$ cat src/rtl/chess_pkg.sv
// Shared chess accelerator definitions.
// Piece codes, material values and evaluator FSM states.
package chess_pkg;

    localparam int MAX_BOARDS     = 12;
    localparam int MAX_PAWN_MOVES = 12;

    localparam logic signed [7:0] EMPTY    = 8'sd0;
    localparam logic signed [7:0] WPAWN0   = 8'sd1;
    localparam logic signed [7:0] WPAWN7   = 8'sd8;
    localparam logic signed [7:0] WROOK0   = 8'sd9;
    localparam logic signed [7:0] WROOK9   = 8'sd18;
    localparam logic signed [7:0] WKNIGHT0 = 8'sd19;
    localparam logic signed [7:0] WKNIGHT9 = 8'sd28;
    localparam logic signed [7:0] WBISHOP0 = 8'sd29;
    localparam logic signed [7:0] WBISHOP9 = 8'sd38;
    localparam logic signed [7:0] WQUEEN0  = 8'sd39;
    localparam logic signed [7:0] WQUEEN8  = 8'sd47;
    localparam logic signed [7:0] WKING    = 8'sd48;
    localparam logic signed [7:0] BPAWN0   = -8'sd1;
    localparam logic signed [7:0] BROOK0   = -8'sd9;
    localparam logic signed [7:0] BKNIGHT0 = -8'sd19;
    localparam logic signed [7:0] BBISHOP0 = -8'sd29;
    localparam logic signed [7:0] BQUEEN0  = -8'sd39;
    localparam logic signed [7:0] BKING    = -8'sd48;

    localparam logic signed [31:0] VAL_PAWN   = 32'sd100;
    localparam logic signed [31:0] VAL_ROOK   = 32'sd500;
    localparam logic signed [31:0] VAL_KNIGHT = 32'sd320;
    localparam logic signed [31:0] VAL_BISHOP = 32'sd330;
    localparam logic signed [31:0] VAL_QUEEN  = 32'sd900;
    localparam logic signed [31:0] VAL_KING   = 32'sd20000;

    typedef enum logic [2:0] {
        ST_IDLE    = 3'd0,
        ST_RD_REQ  = 3'd1,
        ST_RD_WAIT = 3'd2,
        ST_WR_REQ  = 3'd3,
        ST_DONE    = 3'd4
    } state_t;

    // Signed material value of one square; unknown codes count as zero.
    function automatic logic signed [31:0] piece_value(
        input logic signed [7:0] code
    );
        logic [7:0]         mag;
        logic signed [31:0] v;
        mag = code[7] ? 8'(-code) : 8'(code);
        v   = 32'sd0;
        if (mag >= 8'(WPAWN0) && mag <= 8'(WPAWN7))
            v = VAL_PAWN;
        else if (mag >= 8'(WROOK0) && mag <= 8'(WROOK9))
            v = VAL_ROOK;
        else if (mag >= 8'(WKNIGHT0) && mag <= 8'(WKNIGHT9))
            v = VAL_KNIGHT;
        else if (mag >= 8'(WBISHOP0) && mag <= 8'(WBISHOP9))
            v = VAL_BISHOP;
        else if (mag >= 8'(WQUEEN0) && mag <= 8'(WQUEEN8))
            v = VAL_QUEEN;
        else if (mag == 8'(WKING))
            v = VAL_KING;
        return code[7] ? -v : v;
    endfunction

endpackage

$ cat src/rtl/board_eval_word_material.sv
// Material sum of one 32-bit board word.
// Four squares, lowest square in the lowest byte.
module word_material
    import chess_pkg::*;
(
    input  logic [31:0]        i_word,
    output logic signed [31:0] o_sum
);

    assign o_sum = piece_value(i_word[7:0])
                 + piece_value(i_word[15:8])
                 + piece_value(i_word[23:16])
                 + piece_value(i_word[31:24]);

endmodule

$ cat src/rtl/board_eval.sv
// Material evaluator for generated candidate boards.
// Reads boards over Avalon, writes scores, tracks best for white.
module board_eval #(
    parameter int MAX_BOARDS = chess_pkg::MAX_BOARDS
) (
    input  logic        clk,
    input  logic        rst_n,
    output logic        slave_waitrequest,
    input  logic [3:0]  slave_address,
    input  logic        slave_read,
    output logic [31:0] slave_readdata,
    input  logic        slave_write,
    input  logic [31:0] slave_writedata,
    input  logic        master_waitrequest,
    output logic [31:0] master_address,
    output logic        master_read,
    input  logic [31:0] master_readdata,
    input  logic        master_readdatavalid,
    output logic        master_write,
    output logic [31:0] master_writedata
);
    import chess_pkg::*;

    state_t             r_state;
    logic [31:0]        r_src;
    logic [31:0]        r_cnt;
    logic [31:0]        r_dst;
    logic [31:0]        r_rd_addr;
    logic [31:0]        r_wr_addr;
    logic [31:0]        r_ncnt;
    logic [31:0]        r_board;
    logic [31:0]        r_scored;
    logic [31:0]        r_best_idx;
    logic signed [31:0] r_best_score;
    logic signed [31:0] r_acc;
    logic [3:0]         r_word;
    logic               r_mread;
    logic               r_mwrite;
    logic [31:0]        r_maddr;
    logic [31:0]        r_mwdata;

    logic               w_reg0;
    logic               w_start;
    logic [31:0]        w_clamp;
    logic signed [31:0] w_sum;
    logic signed [31:0] w_next_acc;
    logic [31:0]        w_rdata;

    assign w_reg0     = (slave_address == 4'd0);
    assign w_start    = slave_write && w_reg0 && (r_state == ST_IDLE);
    assign w_clamp    = (r_cnt > 32'(MAX_BOARDS)) ? 32'(MAX_BOARDS) : r_cnt;
    assign w_next_acc = r_acc + w_sum;

    // Status accesses stall until the run has finished.
    assign slave_waitrequest = (slave_read || slave_write) && w_reg0
                             && (r_state != ST_IDLE);

    assign master_address   = r_maddr;
    assign master_read      = r_mread;
    assign master_write     = r_mwrite;
    assign master_writedata = r_mwdata;
    assign slave_readdata   = w_rdata;

    word_material u_word_material (
        .i_word (master_readdata),
        .o_sum  (w_sum)
    );

    // Host-programmable configuration, latched into the run at start.
    always_ff @(posedge clk) begin
        if (!rst_n) begin
            r_src <= '0;
            r_cnt <= '0;
            r_dst <= '0;
        end else if (slave_write) begin
            case (slave_address)
                4'd1:    r_src <= slave_writedata;
                4'd2:    r_cnt <= slave_writedata;
                4'd3:    r_dst <= slave_writedata;
                default: ;
            endcase
        end
    end

    // Register read mux; idle bus returns zero.
    always_comb begin
        w_rdata = '0;
        if (slave_read) begin
            case (slave_address)
                4'd0:    w_rdata = r_scored;
                4'd1:    w_rdata = r_src;
                4'd2:    w_rdata = r_cnt;
                4'd3:    w_rdata = r_dst;
                4'd4:    w_rdata = r_best_idx;
                4'd5:    w_rdata = $unsigned(r_best_score);
                default: w_rdata = '0;
            endcase
        end
    end

    // Board walk: one outstanding read, one score write per board.
    always_ff @(posedge clk) begin
        if (!rst_n) begin
            r_state      <= ST_IDLE;
            r_rd_addr    <= '0;
            r_wr_addr    <= '0;
            r_ncnt       <= '0;
            r_board      <= '0;
            r_scored     <= '0;
            r_best_idx   <= '1;
            r_best_score <= 32'sh8000_0000;
            r_acc        <= '0;
            r_word       <= '0;
            r_mread      <= 1'b0;
            r_mwrite     <= 1'b0;
            r_maddr      <= '0;
            r_mwdata     <= '0;
        end else begin
            unique case (r_state)
                ST_IDLE: begin
                    if (w_start) begin
                        r_rd_addr    <= r_src;
                        r_wr_addr    <= r_dst;
                        r_ncnt       <= w_clamp;
                        r_board      <= '0;
                        r_scored     <= '0;
                        r_best_idx   <= '1;
                        r_best_score <= 32'sh8000_0000;
                        r_acc        <= '0;
                        r_word       <= '0;
                        if (w_clamp == 32'd0) begin
                            r_state <= ST_DONE;
                        end else begin
                            r_maddr <= r_src;
                            r_mread <= 1'b1;
                            r_state <= ST_RD_REQ;
                        end
                    end
                end
                ST_RD_REQ: begin
                    if (!master_waitrequest) begin
                        r_mread   <= 1'b0;
                        r_rd_addr <= r_rd_addr + 32'd4;
                        r_state   <= ST_RD_WAIT;
                    end
                end
                ST_RD_WAIT: begin
                    if (master_readdatavalid) begin
                        r_acc <= w_next_acc;
                        if (r_word == 4'd15) begin
                            r_maddr  <= r_wr_addr;
                            r_mwdata <= $unsigned(w_next_acc);
                            r_mwrite <= 1'b1;
                            r_state  <= ST_WR_REQ;
                        end else begin
                            r_word  <= r_word + 4'd1;
                            r_maddr <= r_rd_addr;
                            r_mread <= 1'b1;
                            r_state <= ST_RD_REQ;
                        end
                    end
                end
                ST_WR_REQ: begin
                    if (!master_waitrequest) begin
                        r_mwrite  <= 1'b0;
                        r_wr_addr <= r_wr_addr + 32'd4;
                        r_scored  <= r_scored + 32'd1;
                        r_board   <= r_board + 32'd1;
                        if (r_acc > r_best_score) begin
                            r_best_idx   <= r_board;
                            r_best_score <= r_acc;
                        end
                        if (r_board + 32'd1 < r_ncnt) begin
                            r_acc   <= '0;
                            r_word  <= '0;
                            r_maddr <= r_rd_addr;
                            r_mread <= 1'b1;
                            r_state <= ST_RD_REQ;
                        end else begin
                            r_state <= ST_DONE;
                        end
                    end
                end
                ST_DONE: r_state <= ST_IDLE;
                default: r_state <= ST_IDLE;
            endcase
        end
    end

endmodule

$ cat config.mk
export PLATFORM = sky130hd
export DESIGN_NAME = board_eval
export DESIGN_NICKNAME = d
export VERILOG_FILES = /design/src/rtl/chess_pkg.sv /design/src/rtl/board_eval_word_material.sv /design/src/rtl/board_eval.sv
export SDC_FILE = /design/constraint.sdc
export NUM_CORES = 1
export LEC_CHECK = 0
export ABC_AREA = 1
export ABC_CLOCK_PERIOD_IN_PS = 18600
export BUFFER_PORTS_ARGS = -buffer_cell sky130_fd_sc_hd__buf_4
export CAP_MARGIN = 30
export CELL_PAD_IN_SITES_DETAIL_PLACEMENT = 1
export CELL_PAD_IN_SITES_GLOBAL_PLACEMENT = 1
export CORE_MARGIN = 2
export CORE_UTILIZATION = 50
export CTS_BUF_LIST = sky130_fd_sc_hd__clkbuf_4 sky130_fd_sc_hd__clkbuf_8
export CTS_CLUSTER_DIAMETER = 120
export DETAILED_ROUTE_END_ITERATION = 8
export PLACE_DENSITY = 0.95
export SLEW_MARGIN = 5
export SYNTH_ARGS = -nofsm -noshare
export SYNTH_HDL_FRONTEND = slang
export SYNTH_SLANG_ARGS = --single-unit
$ cat constraint.sdc
create_clock -name clk -period 18.6 [get_ports clk]
set_input_delay 1.86 -clock clk [delete_from_list [all_inputs] [get_ports clk]]
set_output_delay 1.86 -clock clk [all_outputs]
set_load 0.005 [all_outputs]
==> results of run 1 <==
[metal layers]
metal	vias up	GRT usage, %
li1	13050	-
met1	14640	43.51
met2	1874	65.74
met3	761	10.59
met4	8	32.71
met5	-	0
[state kept, by name, indices dropped and copies added (netlist names)]
signal            cells
master_address       32
master_read           1
master_write          1
master_writedata     31
r_acc                31
r_best_idx           32
r_best_score         31
r_board              32
r_cnt                32
r_dst                32
r_ncnt               32
r_rd_addr            32
r_scored             32
r_src                32
r_state               3
r_word                4
r_wr_addr            32
[metrics by stage]
| step | power, mW | instances | instance area [um2] |
|---|---|---|---|
| 2_1_floorplan | 2.432 | 3926 | 27740 |
| 3_3_place_gp | 3.009 | 4681 | 29390 |
| 3_5_place_dp | 3.129 | 4690 | 29500 |
| 4_1_cts | 4.166 | 4827 | 31190 |
| 5_1_grt | 4.453 | 4831 | 31260 |
| 6_report | 4.255 | 4831 | 31260 |
[critical path, delay by kind of cell]
family                     cells  cell delay, ps
xor gates and xnor gates       2             400
adders and majority gates      6            2530
buffers and inverters          7             760
AOI/OAI and AO/OA              9            1970
and+or+nand+nor               11            1460
[synth_stat cells, types with 12 or more instances]
library cell,count,area (um2)
nand2_1,643,2414
inv_1,621,2331
dfxtp_1,422,8448
a21oi_1,402,2012
o21ai_0,345,1727
nor2_1,244,915.9
nand3_1,201,1006
clkbuf_1,153,574.3
ha_1,127,1589
nor3_1,92,460.4
fa_1,89,1782
xor2_1,76,665.6
o22ai_1,62,387.9
xnor2_1,37,324.1
nand4_1,33,206.5
o21bai_1,30,225.2
o221ai_1,27,236.5
nor2_2,25,156.4
o211ai_1,23,172.7
nand2_2,22,137.6
nor4_1,21,131.4
buf_2,20,100.1
inv_2,20,75.07
a31oi_1,17,106.4
nand3_2,15,150.1
o21ai_1,14,70.07
a2111oi_0,12,105.1
nor3_2,12,120.1
[kinds of logic after synthesis]
family / count (synthesis) / share of synthesized area [%]
and+or+nand+nor: 1364 / 22.68
AOI/OAI and AO/OA: 972 / 19.42
buffers and inverters: 837 / 11.62
DFF: 422 / 30.45
adders and majority gates: 216 / 12.15
xor gates and xnor gates: 114 / 3.667
other: 1 / 0.01352
[where the power goes]
part	leakage, nW	internal, mW	switching [mW]
clock	0.892	0.542	0.466
sequential	3.41	0.953	0.0647
combinational	9.21	0.708	1.52
[cell type report]
| class | instances | share of cell area, % |
|---|---|---|
| Tap cell | 748 | 2.994 |
| Sequential cell | 422 | 27.02 |
| Multi-Input combinational cell | 2667 | 51.46 |
| Inverter | 647 | 7.800 |
| Clock buffer | 115 | 4.742 |
| Clock inverter | 22 | 0.6363 |
| Antenna cell | 1 | 0.008004 |
| Timing Repair Buffer | 209 | 5.335 |
[how the worst max path moves through the flow]
stage	from	to	slack [ps]	depth (start not counted)
after global placement	master_readdata[24]	r_acc[22]	10040	35
after CTS	master_readdata[24]	r_acc[22]	10380	35
after global routing	master_readdata[24]	r_acc[22]	9720	37
after detailed placement	master_readdata[24]	r_acc[22]	9800	35
final	master_readdata[24]	r_acc[22]	10260	35
after floorplan	master_readdata[24]	r_acc[22]	11050	33
==> results.yml, run 1 <==
yosys:
  synth_flop_cell: "dfxtp_1"
  ys_warn_count: 0
  synth-edff-count: 0
  synthArstFlopShare_pct: 0
  syn_area_per_cell_um2: 7.066
  syn_inst: 3926
  ys_seq_elements: 422
  synth_fp_nets: 4216
  synth.cell_area_mm2: 0.02774
  seq_area_frac_synth_pct: 30.45
  synth_cell_type_count: 67
drt:
  top_layer: "met5"
  met2_length_um: 53840
  drt_iter0_drc: 3303
  drt-met1-wl_um: 41080
  drtPass1Iterations: 7
  wl_per_cell_um: 24.09
  ant_nets: 0
  vias: 30340
  wl_met3_um: 10530
  via_per_inst: 6.280
  drc: 0
  routed_wl_um: 116400
job:
  max_cap_violations: 0
final_layout:
  final_cell_mix: "641 x nand2_1, 621 x inv_1, 422 x dfxtp_1"
  regArea_mm2: 0.008448
  fill_cells: 7073
  layout_commonest_cell: "nand2_1"
  area_growth_pct: 12.70
  drive_above_1_share_pct: 12.08
  final_core_utilization_pct: 56.86
  multiInputGateArea_mm2: 0.01609
  final_net_count: 4314
clocking:
  cts_root_buf: "clkbuf_8"
  cts_buffers: 77
  cts_buffer_depth: 3
  cts.clk_slew.worst_paths_ps: 60
  cts_sinks: 422
  htree_levels: 3
  clock_latency_ps: 730
  post_cts_buffers: 0
  cts_hold_buf: 0
  cts_tree: "built"
  ctsResizeCount: 0
critical_path:
  endpoint_kind: "register"
  cp-start-kind: "input pin"
  timing.rr.end: "master_address[25]"
  cp_max_fo: 12
  worstReg2RegStart: "r_board[0]"
  r2r_slack_ps: 12260
  crit_required_ps: 19230
  critical-path-slowest-cell: "fa_1"
  cpPeakStageDelay_ps: 570
  worstSetupPathType: "in -> reg"
  cpMostUsedCell: "inv_1"
  crit_arrival_ps: 8970
  rr_worst_depth: 27
worst_hold_path:
  holdCritStartpoint: "r_ncnt[4]"
  hold_depth: 2
  hp-class: "reg -> reg"
  worstHoldEndpoint: "r_ncnt[4]"
timing:
  layout_setup_ws_ps: 10260
  setup_tns_ps: 0
  max_clock_freq_mhz: 119.9
  rsz0062_at_grt: "no"
  relSlewSlack_pct: 27.65
  whs_ps: 455.5
  skew_ps: 45.05
  fin_crit_sh_pct: 44.85
  drv_slew: 0
  tightest_slew_ps: 1081
  hold_viol: 0
  fin_crit_ps: 8343
  setup_viol: 0
die:
  die_h_um: 239.6
  die_x_um: 239.6
  die_area_mm2: 0.05738
  core_mm2: 0.05499
  initial_core_util_pct: 50.45
  row_count: 86
  num_io_pins: 173
global_route:
  grt_usage_pct: 40.04
  grt_start_max_net_pins: 120
  antenna_found_initial: 5
  grt_pass1_wl_um: 178800
  grt_pass1_vias: 31990
  grt_overflow: 0
pwr:
  irDropWorstVdd_v: 0.0001332
  power.density_mw_per_mm2: 136.1
  power_leakage_nw: 13.51
place:
  dp_slack_ps: 9799
  port-buffer-count: 171
  hpwlAfterDp_um: 76110
  gp_congestion: 0.9579
status:
  status: "completed"
No activity file was read; power rests on OpenSTA's default activity.
==> run 2, diff against run 1 <==
--- a/config.mk
+++ b/config.mk
@@ -5,18 +5,18 @@
 export SDC_FILE = /design/constraint.sdc
 export NUM_CORES = 1
 export LEC_CHECK = 0
-export ABC_AREA = 1
-export ABC_CLOCK_PERIOD_IN_PS = 18600
+export ABC_AREA = 0
+export ABC_CLOCK_PERIOD_IN_PS = 8400
 export BUFFER_PORTS_ARGS = -buffer_cell sky130_fd_sc_hd__buf_4
 export CAP_MARGIN = 30
 export CELL_PAD_IN_SITES_DETAIL_PLACEMENT = 1
 export CELL_PAD_IN_SITES_GLOBAL_PLACEMENT = 1
 export CORE_MARGIN = 2
-export CORE_UTILIZATION = 50
+export CORE_UTILIZATION = 48
 export CTS_BUF_LIST = sky130_fd_sc_hd__clkbuf_4 sky130_fd_sc_hd__clkbuf_8
 export CTS_CLUSTER_DIAMETER = 120
 export DETAILED_ROUTE_END_ITERATION = 8
-export PLACE_DENSITY = 0.95
+export PLACE_DENSITY = 0.92
 export SLEW_MARGIN = 5
 export SYNTH_ARGS = -nofsm -noshare
 export SYNTH_HDL_FRONTEND = slang
==> constraint.sdc (replaced) <==
create_clock -name clk -period 8.4 [get_ports clk]
set_input_delay 0.84 -clock clk [delete_from_list [all_inputs] [get_ports clk]]
set_output_delay 0.84 -clock clk [all_outputs]
set_load 0.005 [all_outputs]
==> run 2 against run 1 <==
- sequential share of layout area is 0.082 points higher
- register-to-register slack worse by 9800 ps
- non-clock buffer count is 24 higher
- core utilization is 2.6 points lower
- routed wire length is 9.3% lower
- first-iteration DRC count is 16% lower
- sequential power is 110% higher
- critical path depth is 3 lower
==> results.yml, run 2 <==
status:
  status: "completed"
drt:
  drt_iter0_drc: 2783
  via_per_inst: 6.427
  routed_wl_um: 105500
  ant_nets: 0
  wl_per_cell_um: 23.88
  drc: 0
  drtPass1Iterations: 8
  vias: 28410
critical_path:
  cp_top_family: "adder cells"
  r2r_slack_ps: 2510
  cp-endpoint: "r_acc[30]"
  cp.buffers_inverters: 6
  worstReg2RegStart: "r_board[0]"
  worst-path-stages: 32
  timing.rr.end: "r_acc[31]"
  cpPeakStageDelay_ps: 560
  cp_max_fo: 11
  cp-start-kind: "input pin"
  worstSetupPathType: "in -> reg"
  endpoint_kind: "register"
  startpoint: "master_readdata[24]"
  critical-path-slowest-cell: "fa_1"
  crit_arrival_ps: 8480
  crit_required_ps: 8990
  rr_worst_depth: 17
yosys:
  syn_area_per_cell_um2: 7.832
  synth_flop_cell: "dfxtp_1"
  synthArstFlopShare_pct: 0
  ys_seq_elements: 422
  synth_cell_type_count: 97
  syn_inst: 3550
  synth_fp_nets: 3840
  yosysMostFrequentCell: "nand2_1"
  ys_warn_count: 0
  synth_common_cells: "427 x nand2_1, 422 x dfxtp_1, 320 x a21oi_1, 320 x nor2_1, 272 x inv_1"
  synth.cell_area_mm2: 0.02780
  yosys-top-cells-area: "dfxtp_1 30%, fa_1 6.4%, nand2_1 5.8%"
  yosysTopAreaCell: "dfxtp_1"
  yosys.area.top_type_share_pct: 30.38
  synth-edff-count: 0
  seq_area_frac_synth_pct: 30.38
global_route:
  grt_overflow: 0
  grt_start_max_net_pins: 155
  grt_pass1_vias: 28840
  antenna_found_initial: 4
  grt_usage_pct: 34.24
  grt_pass1_wl_um: 162600
place:
  placed_area_mm2: 0.02963
  dp_slack_ps: -265.3
  hpwlAfterDp_um: 74590
  port-buffer-count: 171
  gp_congestion: 0.9474
timing:
  max_clock_freq_mhz: 126.8
  skew_ps: 35.11
  layout_setup_ws_ps: 515.9
  fin_crit_ps: 7884
  drv_slew: 0
  fin_crit_sh_pct: 93.86
  setup_viol: 0
  setup_tns_ps: 0
  hold_viol: 0
  relSlewSlack_pct: 30.83
  tightest_slew_ps: 1028
clocking:
  cts_buffer_depth: 3
  cts_tree: "built"
  post_cts_buffers: 0
  cts_buffers: 73
  cts_root_buf: "clkbuf_8"
  cts.clk_slew.worst_paths_ps: 60
  htree_levels: 3
  cts_sinks: 422
  clock_latency_ps: 670
pwr:
  power_leakage_nw: 12.59
  power.density_mw_per_mm2: 247.1
  irDropWorstVdd_v: 0.0002622
final_layout:
  area_growth_pct: 12.10
  final_core_utilization_pct: 54.23
  layout_commonest_cell: "nand2_1"
  final_net_count: 3894
  drive_above_1_share_pct: 11.36
  final_area_mm2: 0.03117
  final_cell_mix: "425 x nand2_1, 422 x dfxtp_1, 320 x a21oi_1"
die:
  num_io_pins: 173
  initial_core_util_pct: 48.38
  die_h_um: 244.7
  row_count: 88
  die_area_mm2: 0.05987
  core_mm2: 0.05748
  die_x_um: 244.7
worst_hold_path:
  hp-class: "reg -> reg"
job:
  max_cap_violations: 0
-- run 2: worst min-delay path by stage --
stage | from | to | slack, ps | depth (start not counted)
6_report | r_ncnt[5] | r_ncnt[5] | 440 | 2
3_3_place_gp | r_ncnt[4] | r_ncnt[4] | 430 | 2
2_1_floorplan | r_ncnt[10] | r_ncnt[10] | 420 | 2
5_1_grt | slave_writedata[24] | r_cnt[24] | 450 | 3
4_1_cts | slave_writedata[25] | r_dst[25] | 410 | 3
3_5_place_dp | r_ncnt[5] | r_ncnt[5] | 440 | 2
-- run 2: what timing repair did --
item	in CTS	in global routing
setup endpoints to repair	0	9
resized for setup	0	6
hold buffers	0	0
-- run 2: layer usage --
layer | vias up | global-route usage (%) | share of wire [%]
met2 | 1409 | 56.74 | 46
met3 | 473 | 6.757 | 8.6
li1 | 12650 | - | -
met4 | 4 | 25.07 | 8.2
met1 | 13870 | 39.37 | 37
met5 | - | 0 | 0.022
-- run 2: area by class of cell --
type,instances,area [um2]
diodes,2,5.005
clock buffers,111,1359
clock inverters,13,82.58
fillers,7082,26310
inverters,273,1032
multi-input cells,2601,17460
flip-flops and latches,422,8448
well taps,765,957.2
repair buffers,233,1829
-- run 2: where the power goes --
| group | switching [mW] | internal (mW) | total [mW] |
|---|---|---|---|
| logic | 2.35 | 1.24 | 3.58 |
| clock network | 0.897 | 1.03 | 1.93 |
| registers | 0.0909 | 2.10 | 2.19 |
| total | 3.33 | 4.37 | 7.70 |
-- run 2: cells by family (layout without fill, tap and decap cells) --
| group | count (synthesis) | count (layout) | synth area share, % |
|---|---|---|---|
| other | 1 | 3 | 0.01349 |
| buffers and inverters | 527 | 630 | 7.304 |
| AOI/OAI and AO/OA | 981 | 981 | 23.32 |
| xor gates and xnor gates | 136 | 136 | 4.334 |
| muxes | 59 | 59 | 2.133 |
| DFF | 422 | 422 | 30.38 |
| and+or+nand+nor | 1208 | 1208 | 20.39 |
| adders and majority gates | 216 | 216 | 12.12 |
-- run 2: through the flow --
stage / hold WS (ps) / total power, mW / std cells
global route: 453.6 / 8.082 / 4419
detailed placement: 437.8 / 5.589 / 4291
CTS: 412.8 / 7.575 / 4415
floorplan: 422.0 / 4.417 / 3550
global placement: 431.9 / 5.412 / 4289
finish: 440.1 / 7.700 / 4420
-- run 2: worst register-to-register path: stages (launching register included) --
cell and delay, ps:
dfxtp_1 440, ha_1 290, and3_1 260, nand3_1 290, nor4_1 960, nand3_1 370, nor2_1 320, nand3_1 140
xnor2_1 190, ha_1 330, nand4_1 110, nor2_1 180, nand3_1 160, a31oi_1 780, nand2b_1 210, buf_4 410
nor3_1 110, a32o_2 260
